`config.mk`:
```
export PLATFORM = sky130hd
export DESIGN_NAME = blkdev_seq
export DESIGN_NICKNAME = d
export VERILOG_FILES = /design/src/rtl/blkdev_seq.sv
export SDC_FILE = /design/constraint.sdc
export NUM_CORES = 1
export LEC_CHECK = 0
export CAP_MARGIN = 5
export CORE_MARGIN = 2
export CORE_UTILIZATION = 37
export DETAILED_ROUTE_END_ITERATION = 10
export HOLD_SLACK_MARGIN = 0.05
export MAX_ROUTING_LAYER = met4
export PLACE_DENSITY = 0.73
export SLEW_MARGIN = 20
export SYNTH_ARGS = -nofsm -noshare
export SYNTH_HDL_FRONTEND = slang
export SYNTH_SLANG_ARGS = --single-unit
export TNS_END_PERCENT = 5
```
`constraint.sdc`:
```
create_clock -name clk_i -period 2.1 [get_ports clk_i]
set_input_delay 0.42 -clock clk_i [delete_from_list [all_inputs] [get_ports clk_i]]
set_output_delay 0.42 -clock clk_i [all_outputs]
set_load 0.01 [all_outputs]
```
`src/rtl/blkdev_seq.sv`:
```
// blkdev_seq: multi-block command sequencer for the block-device pi1 command port.
// Each block runs status polls, a READ or WRITE command and a buffer SWAP, handing
// the data buffer to a local consumer/producer through buf_rdy_o/buf_ack_i.
// Optional feature macro: BLKDEV_SEQ_TIMEOUT_EN bounds each status poll to TIMEOUT
// consecutive non-READY cycles.
module blkdev_seq #(
  parameter int unsigned ARCHBITSZ = 32,
  parameter int unsigned CNTBITSZ  = 16,
  parameter int unsigned TIMEOUT   = 65535,
  localparam int unsigned ADDRBITSZ = ARCHBITSZ - $clog2(ARCHBITSZ / 8)
) (
  input  logic                     clk_i,
  input  logic                     rst_i,
  input  logic                     req_i,
  input  logic                     req_wr_i,
  input  logic [ARCHBITSZ-1:0]     req_blk_i,
  input  logic [CNTBITSZ-1:0]      req_cnt_i,
  output logic                     busy_o,
  output logic                     done_o,
  output logic                     err_o,
  output logic [ARCHBITSZ-1:0]     blk_o,
  output logic                     buf_rdy_o,
  input  logic                     buf_ack_i,
  output logic [1:0]               pi_op_o,
  output logic [ADDRBITSZ-1:0]     pi_addr_o,
  output logic [ARCHBITSZ-1:0]     pi_data_o,
  input  logic [ARCHBITSZ-1:0]     pi_data_i,
  output logic [ARCHBITSZ/8-1:0]   pi_sel_o,
  input  logic                     pi_rdy_i
);

  typedef enum logic [2:0] {
    StIdle,
    StStat,
    StRead,
    StWrite,
    StSwap,
    StBuf,
    StFin
  } state_e;

  localparam logic [1:0]           OpNoop    = 2'b00;
  localparam logic [1:0]           OpRw      = 2'b11;
  localparam logic [ADDRBITSZ-1:0] CmdStatus = ADDRBITSZ'(0);
  localparam logic [ADDRBITSZ-1:0] CmdSwap   = ADDRBITSZ'(1);
  localparam logic [ADDRBITSZ-1:0] CmdRead   = ADDRBITSZ'(2);
  localparam logic [ADDRBITSZ-1:0] CmdWrite  = ADDRBITSZ'(3);
  localparam logic [ARCHBITSZ-1:0] StatReady = ARCHBITSZ'(1);
  localparam logic [ARCHBITSZ-1:0] StatError = ARCHBITSZ'(3);

  state_e                r_state, w_state;
  state_e                r_nxt, w_nxt;
  logic                  r_last, w_last;   // current STAT is the write-completion poll
  logic                  r_wr, w_wr;
  logic [ARCHBITSZ-1:0]  r_blk, w_blk;
  logic [CNTBITSZ-1:0]   r_rem, w_rem;
  logic                  r_busy, w_busy;
  logic                  r_done, w_done;
  logic                  r_err, w_err;
  logic                  w_blk_done;
  logic                  w_poll_exp;

`ifdef BLKDEV_SEQ_TIMEOUT_EN
  localparam int unsigned PollW = $clog2(TIMEOUT + 1);

  logic [PollW-1:0] r_poll;

  assign w_poll_exp = (r_poll == PollW'(TIMEOUT - 1));

  // Count consecutive STAT cycles; any entry from another state restarts the count.
  always_ff @(posedge clk_i) begin
    if (!rst_i) begin
      r_poll <= '0;
    end else if (r_state == StStat && w_state == StStat) begin
      r_poll <= r_poll + PollW'(1);
    end else begin
      r_poll <= '0;
    end
  end
`else
  assign w_poll_exp = 1'b0;
`endif

  // Next-state and request bookkeeping.
  always_comb begin
    w_state    = r_state;
    w_nxt      = r_nxt;
    w_last     = r_last;
    w_wr       = r_wr;
    w_blk      = r_blk;
    w_rem      = r_rem;
    w_busy     = r_busy;
    w_done     = 1'b0;
    w_err      = r_err;
    w_blk_done = 1'b0;

    unique case (r_state)
      StIdle: begin
        if (req_i) begin
          w_wr   = req_wr_i;
          w_blk  = req_blk_i;
          w_rem  = req_cnt_i;
          w_err  = 1'b0;
          w_busy = 1'b1;
          w_last = 1'b0;
          if (req_cnt_i == '0) begin
            w_state = StFin;
          end else if (req_wr_i) begin
            w_state = StBuf;
          end else begin
            w_state = StStat;
            w_nxt   = StRead;
          end
        end
      end
      StStat: begin
        if (pi_rdy_i && pi_data_i == StatReady) begin
          if (r_last) begin
            w_blk_done = 1'b1;
          end else begin
            w_state = r_nxt;
          end
        end else if (pi_rdy_i && pi_data_i == StatError) begin
          w_err   = 1'b1;
          w_state = StFin;
        end else if (w_poll_exp) begin
          w_err   = 1'b1;
          w_state = StFin;
        end
      end
      StRead: begin
        if (pi_rdy_i) begin
          w_state = StStat;
          w_nxt   = StSwap;
        end
      end
      StSwap: begin
        if (pi_rdy_i) begin
          if (r_wr) begin
            w_state = StStat;
            w_nxt   = StWrite;
          end else begin
            w_state = StBuf;
          end
        end
      end
      StWrite: begin
        if (pi_rdy_i) begin
          w_state = StStat;
          w_last  = 1'b1;
        end
      end
      StBuf: begin
        if (buf_ack_i) begin
          if (r_wr) begin
            w_state = StStat;
            w_nxt   = StSwap;
          end else begin
            w_blk_done = 1'b1;
          end
        end
      end
      StFin: begin
        w_done  = 1'b1;
        w_busy  = 1'b0;
        w_state = StIdle;
      end
      default: w_state = StIdle;
    endcase

    // Block finished: advance the block number and either start the next one or finish.
    if (w_blk_done) begin
      w_blk  = r_blk + ARCHBITSZ'(1);
      w_rem  = r_rem - CNTBITSZ'(1);
      w_last = 1'b0;
      if (r_rem == CNTBITSZ'(1)) begin
        w_state = StFin;
      end else if (r_wr) begin
        w_state = StBuf;
      end else begin
        w_state = StStat;
        w_nxt   = StRead;
      end
    end
  end

  // State and request registers with synchronous active-low reset.
  always_ff @(posedge clk_i) begin
    if (!rst_i) begin
      r_state <= StIdle;
      r_nxt   <= StIdle;
      r_last  <= 1'b0;
      r_wr    <= 1'b0;
      r_blk   <= '0;
      r_rem   <= '0;
      r_busy  <= 1'b0;
      r_done  <= 1'b0;
      r_err   <= 1'b0;
    end else begin
      r_state <= w_state;
      r_nxt   <= w_nxt;
      r_last  <= w_last;
      r_wr    <= w_wr;
      r_blk   <= w_blk;
      r_rem   <= w_rem;
      r_busy  <= w_busy;
      r_done  <= w_done;
      r_err   <= w_err;
    end
  end

  // pi1 command outputs decoded straight from the current state.
  always_comb begin
    pi_op_o   = OpNoop;
    pi_addr_o = '0;
    pi_data_o = '0;
    unique case (r_state)
      StStat: begin
        pi_op_o   = OpRw;
        pi_addr_o = CmdStatus;
      end
      StRead: begin
        pi_op_o   = OpRw;
        pi_addr_o = CmdRead;
        pi_data_o = r_blk;
      end
      StWrite: begin
        pi_op_o   = OpRw;
        pi_addr_o = CmdWrite;
        pi_data_o = r_blk;
      end
      StSwap: begin
        pi_op_o   = OpRw;
        pi_addr_o = CmdSwap;
      end
      default: pi_op_o = OpNoop;
    endcase
    pi_sel_o = (pi_op_o != OpNoop) ? '1 : '0;
  end

  assign busy_o    = r_busy;
  assign done_o    = r_done;
  assign err_o     = r_err;
  assign blk_o     = r_blk;
  assign buf_rdy_o = (r_state == StBuf);

endmodule

```
==> results.txt <==
The run finished with clean final reports. The number of buffers added by the clock tree synthesis step is 9. The area of the core is between 10000 and 15000 sq um. The number of DRC violations after detailed routing came out at 0. Walking the worst path, the cells encountered are dlygate4sd2_1 > nor4b_4 > nand4_2 > o31a_4 > buf_4 > or4_1 > nand3_1 > a21oi_1. The number of pins exceeding their max-slew limit in the final report came to 0. In the post-synthesis netlist, the cell with the most instances is sky130_fd_sc_hd__dfxtp_1. The cell with the largest stage delay on the worst path is sky130_fd_sc_hd__or4_1. Counting I/O delays and the setup requirement, the final critical path takes around 2.1 ns. The peak per-stage delay on the critical path is approximately 0.47 ns. The worst path setup slack after routing is between 0.03 and 0.04 ns.

The final weighted congestion in routability-driven placement came out at just over 0.9. In this run the critical register-to-register path is captured at r_rem[6]$_SDFFE_PN0P_. The total standard cell area after synthesis is 3850 sq um. The max-cap violation count is 0. The setup-violating endpoint count in the final report is 0.

For this configuration, the core starts out at a cell density of 0.377. In this run the worst hold path is classified as reg -> reg. The number of buffers inserted by port buffering is about 160. The CTS sink count is slightly below 60. The worst pin sits at a relative slew slack of 0.658. The die footprint is 11200 sq um. The number of antenna violations at the first check in global routing was 0. Ranked by total cell area, the synthesized netlist is headed by sky130_fd_sc_hd__dfxtp_1, sky130_fd_sc_hd__buf_4, sky130_fd_sc_hd__a21oi_1.

The overall power after layout came out at a little under 6 mW. The area share of the largest cell type after synthesis is 0.307. The worst register-to-register path begins at r_state[1]$_SDFFE_PN0P_. The largest net degree at the start of global routing came out at 27. The flop and latch count out of synthesis is 59.

The proportion of layout cells with a drive suffix above 1 is 0.219. The detailed router's first-iteration violation count is 260. The startpoint type of the worst setup path is a primary input. The post-synthesis cell count is 516.

For flop-to-flop paths, the worst setup slack is 0.06 ns. The count of hold buffers inserted by post-cts repair is 0. The HPWL after detailed placement came out at between 10000 and 15000 microns. The global-route wire length before repair is about 22000 microns.

0 antenna diodes ended up in the layout. The worst-case IR drop observed on VDD is 0.535 mV. The most used flip-flop cell after synthesis is sky130_fd_sc_hd__dfxtp_1.

The mean cell area of the mapped netlist came out at 7.47 sq um. Dividing total power by cell area gives a power density of a little under 900 nW/um^2. The number of H-tree levels is 3.

During I/O placement, the number of pins put on the boundary was 190. The worst hold path cell count is 2. Synthesis instantiated between 60 and 70 different standard cells from the library.

The maximum root-to-sink buffer count is 2. The critical path arrival is between 2 and 2.5 ns. The path with the worst hold slack has its endpoint at r_rem[6]$_SDFFE_PN0P_.

The total routing resource utilization after global routing came out at 0.253. At the pin with the least slew margin, the transition time is between 0.5 and 0.6 ns. The horizontal extent of the die came out at around 110 microns.

OpenSTA, run right after detailed placement, puts the worst setup slack at -0.686 ns. The clock tree skew after final layout is between 0.005 and 0.006 ns. CTS placed an instance of sky130_fd_sc_hd__clkbuf_8 at the clock tree root. The final core area utilization is 0.641. The number of detailed-routing iterations run before antenna repair is 4.

The depth of the worst register-to-register path came out at 7. The number of synthesized flops with an enable pin is 0. The number of global-route vias before repair was approximately 4700. The routed layout has slightly below 5000 vias. In this run the core area contains 37 standard-cell rows. Dividing the detail-routed via count by the number of cells gives between 5 and 6. The leakage power is 3.00 nW.

Setup repair after global routing could not meet its margin everywhere. The detailed-route wire length per cell came out at 16.3 microns. The sort of element at the end of the critical path is a flop.

The count of yosys warnings during synthesis is 0. The aggregate global routing overflow came out at 0. At the worst endpoint, the required time is between 2 and 2.5 ns. The final wirelength came out at around 14000 microns. Measured along the y axis, the die boundary spans between 100 and 150 microns.

The share of the cycle needed by the critical path after routing is 0.985. The maximum clock frequency is 483 MHz. After the last flow step, the layout net total stands at 835. The library cell occupying the most area in the post-synthesis netlist is sky130_fd_sc_hd__dfxtp_1. TritonCTS built the clock tree. The worst-skew pair later-pin latency is about 0.35 ns. The critical path in this run is classified as in -> reg.

The sequential share of the synthesized area came out at 0.307. The number of routed nets with antenna violations is 0. The post-synthesis to final-layout area growth is 70.2%.

The share of flip-flops with an asynchronous set or reset after synthesis is 0. The biggest fanout along the worst timing path came out at 8. The final count of hold timing violations came out at 0. Counting instances in the post-synthesis netlist gives the leading cell types as sky130_fd_sc_hd__dfxtp_1, sky130_fd_sc_hd__nor2_1, sky130_fd_sc_hd__a21oi_1. After clock tree synthesis, the clock-pin slew on the worst setup and hold paths is approximately 0.070 ns. The origin of the worst min-delay path is r_rem[6]$_SDFFE_PN0P_.
cell type report:
class / count / area (sq um)
clock buffer: 12 / 165
timing repair buffer: 255 / 2420
sequential: 59 / 1180
clock inverter: 2 / 35.0
tap: 136 / 170
inverter: 17 / 63.8
fill: 893 / 3680
multi-input combinational: 404 / 2520
repair_timing:
item,4_1_cts,5_1_grt
setup buffers,0,10
pin swaps,13,16
gates cloned,0,1
endpoints found under the hold margin,0,0
gates resized for setup,80,87
endpoints found under the setup margin,91,69
cells by family (layout without fill, tap and decap cells):
logic type      Yosys count  count (layout)  synth area share
mux                       1               1           0.00292
compound gates          151             151             0.259
flops                    59              59             0.307
buf+inv                  80             286             0.112
xor+xnor                  2               2           0.00455
other cells               1              28          0.000973
simple gates            219             219             0.304
fa+ha+maj                 3               3           0.00974
where the power goes:
group / total, mW / switching, mW / leakage (nW) / internal, mW
Combinational: 3.07 / 1.56 / 2.41 / 1.52
Clock: 1.09 / 0.459 / 0.104 / 0.630
Sequential: 1.61 / 0.248 / 0.483 / 1.36
how the worst max path moves through the flow:
stage                            start                     end  slack (ns)
6_report                 pi_data_i[28]   r_rem[6]$_SDFFE_PN0P_        0.03
5_1_grt        r_state[0]$_SDFFE_PN0P_  blk_o[21]$_SDFFE_PN0P_       -0.08
4_1_cts        r_state[2]$_SDFFE_PN0P_           pi_data_o[13]       -0.21
3_5_place_dp             pi_data_i[31]   blk_o[5]$_SDFFE_PN0P_       -0.69
3_3_place_gp             pi_data_i[19]   blk_o[5]$_SDFFE_PN0P_       -0.59
2_1_floorplan            pi_data_i[20]   blk_o[0]$_SDFFE_PN0P_       0.001
critical path, delay by kind of cell:
kind / cells / cell delay [ns]
AND/OR/NAND/NOR: 4 / 0.99
buffers and inverters: 2 / 0.42
AO/OA/AOI/OAI: 2 / 0.48
flip-flops by register name (all words and copies together) (netlist names):
name	flops
blk_o	32
busy_o	1
done_o	1
err_o	1
r_last	1
r_nxt	3
r_rem	16
r_state	3
r_wr	1
per-layer routing:
metal  GRT usage  up-vias  wire length (microns)
met5           -        -                      0
met4      0.0865        0                    260
met3      0.0423       27                    849
met2       0.437      188                   7260
met1       0.298     2327                   6040
li1            -     2308                      -
cells in the final DEF, fill, tap and decap left out, types with 3 or more instances in the layout:
| cell type | synthesis | final |
|---|---|---|
| sky130_fd_sc_hd__nand2_2 | 1 | 3 |
| sky130_fd_sc_hd__nand3_1 | 17 | 16 |
| sky130_fd_sc_hd__o21ai_1 | 3 | 18 |
| sky130_fd_sc_hd__ha_1 | 3 | 3 |
| sky130_fd_sc_hd__buf_4 | 33 | 80 |
| sky130_fd_sc_hd__conb_1 | 1 | 28 |
| sky130_fd_sc_hd__nor2_1 | 53 | 51 |
| sky130_fd_sc_hd__clkbuf_8 | 0 | 12 |
| sky130_fd_sc_hd__and3_1 | 9 | 8 |
| sky130_fd_sc_hd__or3_1 | 6 | 5 |
| sky130_fd_sc_hd__dlygate4sd2_1 | 0 | 22 |
| sky130_fd_sc_hd__a31oi_1 | 14 | 14 |
| sky130_fd_sc_hd__clkdlybuf4s50_1 | 0 | 88 |
| sky130_fd_sc_hd__and2_1 | 27 | 26 |
| sky130_fd_sc_hd__nand4_1 | 11 | 11 |
| sky130_fd_sc_hd__nor4_2 | 1 | 6 |
| sky130_fd_sc_hd__dfxtp_1 | 59 | 57 |
| sky130_fd_sc_hd__nor3_1 | 13 | 12 |
| sky130_fd_sc_hd__dlymetal6s2s_1 | 0 | 38 |
| sky130_fd_sc_hd__o21ai_0 | 23 | 7 |
| sky130_fd_sc_hd__a21oi_1 | 47 | 47 |
| sky130_fd_sc_hd__inv_1 | 16 | 15 |
| sky130_fd_sc_hd__clkbuf_2 | 0 | 11 |
| sky130_fd_sc_hd__or4_1 | 5 | 4 |
| sky130_fd_sc_hd__nor4_1 | 16 | 11 |
| sky130_fd_sc_hd__a32oi_1 | 10 | 10 |
| sky130_fd_sc_hd__nand2_1 | 39 | 36 |
| sky130_fd_sc_hd__buf_6 | 0 | 10 |
| sky130_fd_sc_hd__a22oi_1 | 13 | 12 |
| sky130_fd_sc_hd__nor2_2 | 1 | 3 |
| sky130_fd_sc_hd__o211ai_1 | 9 | 9 |
| sky130_fd_sc_hd__o21a_1 | 5 | 5 |
| sky130_fd_sc_hd__a221oi_2 | 0 | 3 |
through the flow:
stage,std cells,instance area [sq um],setup TNS (ns),hold WS (ns)
detailed placement,860,6020,-27.02,0.460
global route,885,6560,-0.660,0.506
global placement,860,6020,-23.43,0.453
finish,885,6560,0,0.478
CTS,874,6300,-3.63,0.475
floorplan,543,3950,0,0.438
Note: power is estimated with default switching activity, not from simulation.
